[config.mk]
export PLATFORM = sky130hd
export DESIGN_NAME = if_stage
export DESIGN_NICKNAME = d
export VERILOG_FILES = /design/src/rtl/if_stage.sv
export SDC_FILE = /design/constraint.sdc
export NUM_CORES = 1
export LEC_CHECK = 0
export BUFFER_PORTS_ARGS = -buffer_cell sky130_fd_sc_hd__buf_2
export CAP_MARGIN = 10
export CORE_MARGIN = 4
export CORE_UTILIZATION = 40
export CTS_BUF_LIST = sky130_fd_sc_hd__clkbuf_8
export DETAILED_ROUTE_END_ITERATION = 8
export PLACE_DENSITY = 0.68
export SLEW_MARGIN = 20
export SYNTH_ARGS = -nofsm -noshare
export SYNTH_HDL_FRONTEND = slang
export SYNTH_SLANG_ARGS = --single-unit
export TNS_END_PERCENT = 1
[constraint.sdc]
create_clock -name clk -period 6 [get_ports clk]
set_clock_uncertainty 0.2 [all_clocks]
set_input_delay 1.8 -clock clk [delete_from_list [all_inputs] [get_ports clk]]
set_output_delay 1.8 -clock clk [all_outputs]
set_load 0.005 [all_outputs]
[src/rtl/if_stage.sv]
// rtl/if_stage.sv - RV64I instruction fetch stage: PC, single-outstanding imem request, decode handshake
// Redirects retarget the PC in any state; a response already in flight when one arrives is dropped.
module if_stage #(
    parameter logic [63:0] RESET_PC = 64'h0000_0000_8000_0000
) (
    input  logic        clk,
    input  logic        rst,
    input  logic        redirect_valid,
    input  logic [63:0] redirect_pc,
    output logic        imem_req,
    output logic [63:0] imem_addr,
    input  logic        imem_gnt,
    input  logic        imem_rvalid,
    input  logic [31:0] imem_rdata,
    output logic        inst_valid,
    output logic [31:0] inst,
    output logic [63:0] inst_addr,
    input  logic        id_ready,
    output logic [63:0] fetch_cnt
);

    typedef enum logic [1:0] {
        IDLE,
        FETCH,
        WAIT,
        HOLD
    } state_e;

    state_e      state_q, state_d;
    logic [63:0] pc_q, pc_d;
    logic        drop_q, drop_d;
    logic [63:0] req_addr_q, req_addr_d;
    logic [31:0] inst_q, inst_d;
    logic [63:0] inst_addr_q, inst_addr_d;
    logic        inst_valid_q, inst_valid_d;
    logic [63:0] fetch_cnt_q, fetch_cnt_d;
    logic [63:0] redirect_tgt;

    assign redirect_tgt = redirect_pc & ~64'h3;

    // Request side depends only on registered state, never on inputs.
    assign imem_req   = (state_q == FETCH);
    assign imem_addr  = pc_q;
    assign inst_valid = inst_valid_q;
    assign inst       = inst_q;
    assign inst_addr  = inst_addr_q;
    assign fetch_cnt  = fetch_cnt_q;

    always_comb begin
        state_d      = state_q;
        pc_d         = pc_q;
        drop_d       = drop_q;
        req_addr_d   = req_addr_q;
        inst_d       = inst_q;
        inst_addr_d  = inst_addr_q;
        inst_valid_d = inst_valid_q;
        fetch_cnt_d  = fetch_cnt_q;

        if (inst_valid_q && id_ready) begin
            fetch_cnt_d = fetch_cnt_q + 64'd1;
        end

        case (state_q)
            IDLE: begin
                state_d = FETCH;
            end
            FETCH: begin
                if (imem_gnt) begin
                    req_addr_d = pc_q;
                    pc_d       = pc_q + 64'd4;
                    drop_d     = redirect_valid;
                    state_d    = WAIT;
                end
            end
            WAIT: begin
                if (imem_rvalid) begin
                    // A redirect in the response cycle kills the data just like a pending drop.
                    if (drop_q || redirect_valid) begin
                        drop_d  = 1'b0;
                        state_d = FETCH;
                    end else begin
                        inst_d       = imem_rdata;
                        inst_addr_d  = req_addr_q;
                        inst_valid_d = 1'b1;
                        state_d      = HOLD;
                    end
                end else if (redirect_valid) begin
                    drop_d = 1'b1;
                end
            end
            HOLD: begin
                if (id_ready || redirect_valid) begin
                    inst_valid_d = 1'b0;
                    state_d      = FETCH;
                end
            end
            default: begin
                state_d = IDLE;
            end
        endcase

        if (redirect_valid) begin
            pc_d = redirect_tgt;
        end
    end

    always_ff @(posedge clk or negedge rst) begin
        if (!rst) begin
            state_q      <= IDLE;
            pc_q         <= RESET_PC;
            drop_q       <= 1'b0;
            req_addr_q   <= 64'd0;
            inst_q       <= 32'd0;
            inst_addr_q  <= 64'd0;
            inst_valid_q <= 1'b0;
            fetch_cnt_q  <= 64'd0;
        end else begin
            state_q      <= state_d;
            pc_q         <= pc_d;
            drop_q       <= drop_d;
            req_addr_q   <= req_addr_d;
            inst_q       <= inst_d;
            inst_addr_q  <= inst_addr_d;
            inst_valid_q <= inst_valid_d;
            fetch_cnt_q  <= fetch_cnt_d;
        end
    end

endmodule

==> flow_metrics.tcl <==
set metrics [dict create \
    status "completed" \
    reg2regPathDepth 7 \
    drv_cap 0 \
    die_area_sq_um 34770 \
    end_kind "primary output" \
    ys_ff_latch 286 \
    worstSetupPathType "flip-flop to primary output" \
    initial_core_util 0.4048 \
    io_pins 328 \
    cts_max_level 2 \
    p_leak_uw 0.007990 \
    worstPathArrival_ns 1.80 \
    die-height_um 186.5 \
    slew-limit-headroom 0.3423 \
    hold_class "flip-flop to flip-flop" \
    yosysSeqAreaShare 0.5618 \
    cts_max_path_buffers 3 \
    ys.flop_type "dfrtp_1" \
    syn_to_final_growth_pct 24.58 \
    grt_pass1_vias 10562 \
    power_uw 6107 \
    switching_share 0.3035 \
    finalCritPeriodShare 0.6335 \
    grt.busiest_layer "met2" \
    design_area_sq_um 15870 \
    gr-usage-met2 0.3388 \
    crit_family "adder cells" \
    synthCells 1220 \
    grt_first_pass_wirelength_um 58160 \
    nets 1658 \
    start_kind "flip-flop" \
    setup_viol 0 \
    worstPathRequired_ns 4.00 \
    cts-root-buf "clkbuf_8" \
    vias 10397 \
    cts.reportedPaths.clkPinSlew_ns 0.06 \
    postCtsHoldBufs 0 \
    critical-path-max-stage-delay_ns 0.51 \
    finalSetupTns_ns 0 \
    vias_per_cell 5.201 \
    grt_antenna_before_repair 8 \
    gr-usage-met3 0.06697 \
    finalHoldViolCount 0 \
    gr-total-overflow 0 \
    multiInputGateArea_sq_um 5260 \
    critPathBufInv 2 \
    power_frac_seq 0.461 \
    dr.pass1.iters 5 \
    rsz0062_at_grt "no" \
    wirelength_um 36280 \
    p_sw_uw 1853 \
    powerDensity_nw_per_um2 384.7 \
    layout_commonest_cell "buf_2" \
    syn_area_sq_um 12740 \
    wl_per_cell_um 18.15 \
    path_depth 3 \
    synth_cell_types 52 \
    ctsResizeCount 0 \
    cts.sinks 286 \
    fmax_ghz 0.2631 \
    cts_setup_buffers 0 \
    cell_internal_pwr_uw 4253 \
    mostFrequentLayoutCells "buf_2 (320), dfrtp_1 (285), nand2_1 (255), mux2_2 (95)" \
    slew_violations 0 \
    peakVddDrop_mv 0.2311 \
    path_max_fanout 10 \
    synth_edf_count 0 \
    ant_nets 0 \
    clock_latency_ns 0.56 \
    holdPathStages 1 \
    die_w_um 186.5 \
    drt_iter0_drc 504 \
    cp_cell_sequence "inv_1 -> ha_1 -> buf_2" \
    drive_gt1_frac 0.3294 \
    slowest_stage "ha_1" \
    grt_max_degree 129 \
    placed_area_sq_um 14740 \
    cts_tree "built" \
    core_sq_um 31470 \
    rows 65 \
    seq_area_sq_um 7158 \
    place.gp.congestion 0.8714 \
    final_util 0.5044 \
    drc 0 \
    grt.met1_usage 0.2593 \
    numCtsBuffers 50 \
    dp_hpwl_um 25530 \
    grt.total_usage 0.2034 \
    fillers 2956 \
    tightest_slew_ns 0.9805 \
    async_flop_share 1.000 \
    clkPwrFrac 0.321 \
    syn_avg_cell_area_sq_um 10.44 \
    p_comb_frac 0.218 \
    yosysWarnings 0 \
    port_buffers 321 \
    fin_crit_ns 3.801 \
]
stage by stage:
step	setup WS (ns)	hold slack, ns	std cells
floorplan	2.225	0.2403	1223
global placement	1.803	0.2526	1900
detailed placement	1.764	0.2584	1900
CTS	2.109	0.2696	1993
global route	2.081	0.2937	1993
finish	2.199	0.2678	1999
layer usage:
metal | part of all wire | up-vias
li1 | - | 4877
met5 | 0.0014 | -
met2 | 0.47 | 381
met3 | 0.087 | 67
met4 | 0.021 | 10
met1 | 0.42 | 5062
path summary, 6_finish.rpt:
| kind | from | endpoint | slack (ns) |
|---|---|---|---|
| hold / removal | fetch_cnt[63]$_DFFE_PN0P_ | fetch_cnt[63]$_DFFE_PN0P_ | 0.27 |
| setup / recovery | state_q[1]$_DFFE_PN0P_ | imem_req | 2.20 |
| min in group asynchronous | rst | inst[28]$_DFFE_PN0P_ | 1.07 |
| setup reg to reg | state_q[1]$_DFFE_PN0P_ | imem_addr[48]$_DFFE_PN0N_ | 2.82 |
| hold reg to reg | fetch_cnt[63]$_DFFE_PN0P_ | fetch_cnt[63]$_DFFE_PN0P_ | 0.27 |
| max in group asynchronous | rst | inst_addr[18]$_DFFE_PN0P_ | 3.29 |
power by group through the flow:
stage	sequential [uW]	clock, uW	combinational (uW)
final	2820	1960	1330
after global placement	2820	0	1320
after floorplan	2800	0	717
after detailed placement	2850	0	1360
after global routing	2900	2110	1500
after CTS	2820	2020	1370
registers in the layout, summed over array words and instances (netlist names):
name	flops
state_q	2
inst	32
fetch_cnt	64
drop_q	1
inst_addr	62
inst_valid	1
imem_addr	62
req_addr_q	62
cells in the mapped netlist, drive strengths merged (2+ instances only):
master  instances  area [sq um]
o21ai          61         305.3
or3            12         75.07
xnor2          63         551.8
nor2           58         217.7
a21oi           6         30.03
or4            11         90.08
mux2i           4         40.04
dfrtp         285          7132
buf            16         82.58
ha              6         75.07
mux2           95          1070
inv            30         112.6
and2            6         37.54
and3           16         100.1
nand2         256         960.9
or2             3         18.77
o31ai           4         30.03
xor2           39         341.6
nor2b           4         25.02
clkbuf         40         150.1
nor3           39         195.2
nand3          51         255.2
a21o            6         45.04
nand4          40         262.8
a31oi          16         100.1
nor4           26         196.4
o31a            2         17.52
and4            7         61.31
a22oi           2         15.01
nand3b          2         15.01
cell families (layout without fill, tap and decap cells):
| kind of cell | Yosys count | after routing | share of synthesized area |
|---|---|---|---|
| AOI/OAI and AO/OA | 105 | 105 | 0.04812 |
| and+or+nand+nor | 534 | 534 | 0.1993 |
| muxes | 99 | 99 | 0.08710 |
| other | 1 | 10 | 0.0002943 |
| buffers and inverters | 87 | 455 | 0.02740 |
| adders and majority gates | 6 | 6 | 0.005891 |
| xor gates and xnor gates | 102 | 102 | 0.07011 |
| DFF | 286 | 286 | 0.5618 |
layout make-up:
class                           instances  share of cell area
Timing Repair Buffer                  331              0.1074
Clock inverter                         30             0.01576
Multi-Input combinational cell        850              0.3314
Clock buffer                           63             0.05462
Tap cell                              402             0.03169
Sequential cell                       286              0.4509
Antenna cell                            6           0.0009458
Inverter                               31            0.007330
Note: power is estimated with default switching activity, not from simulation.
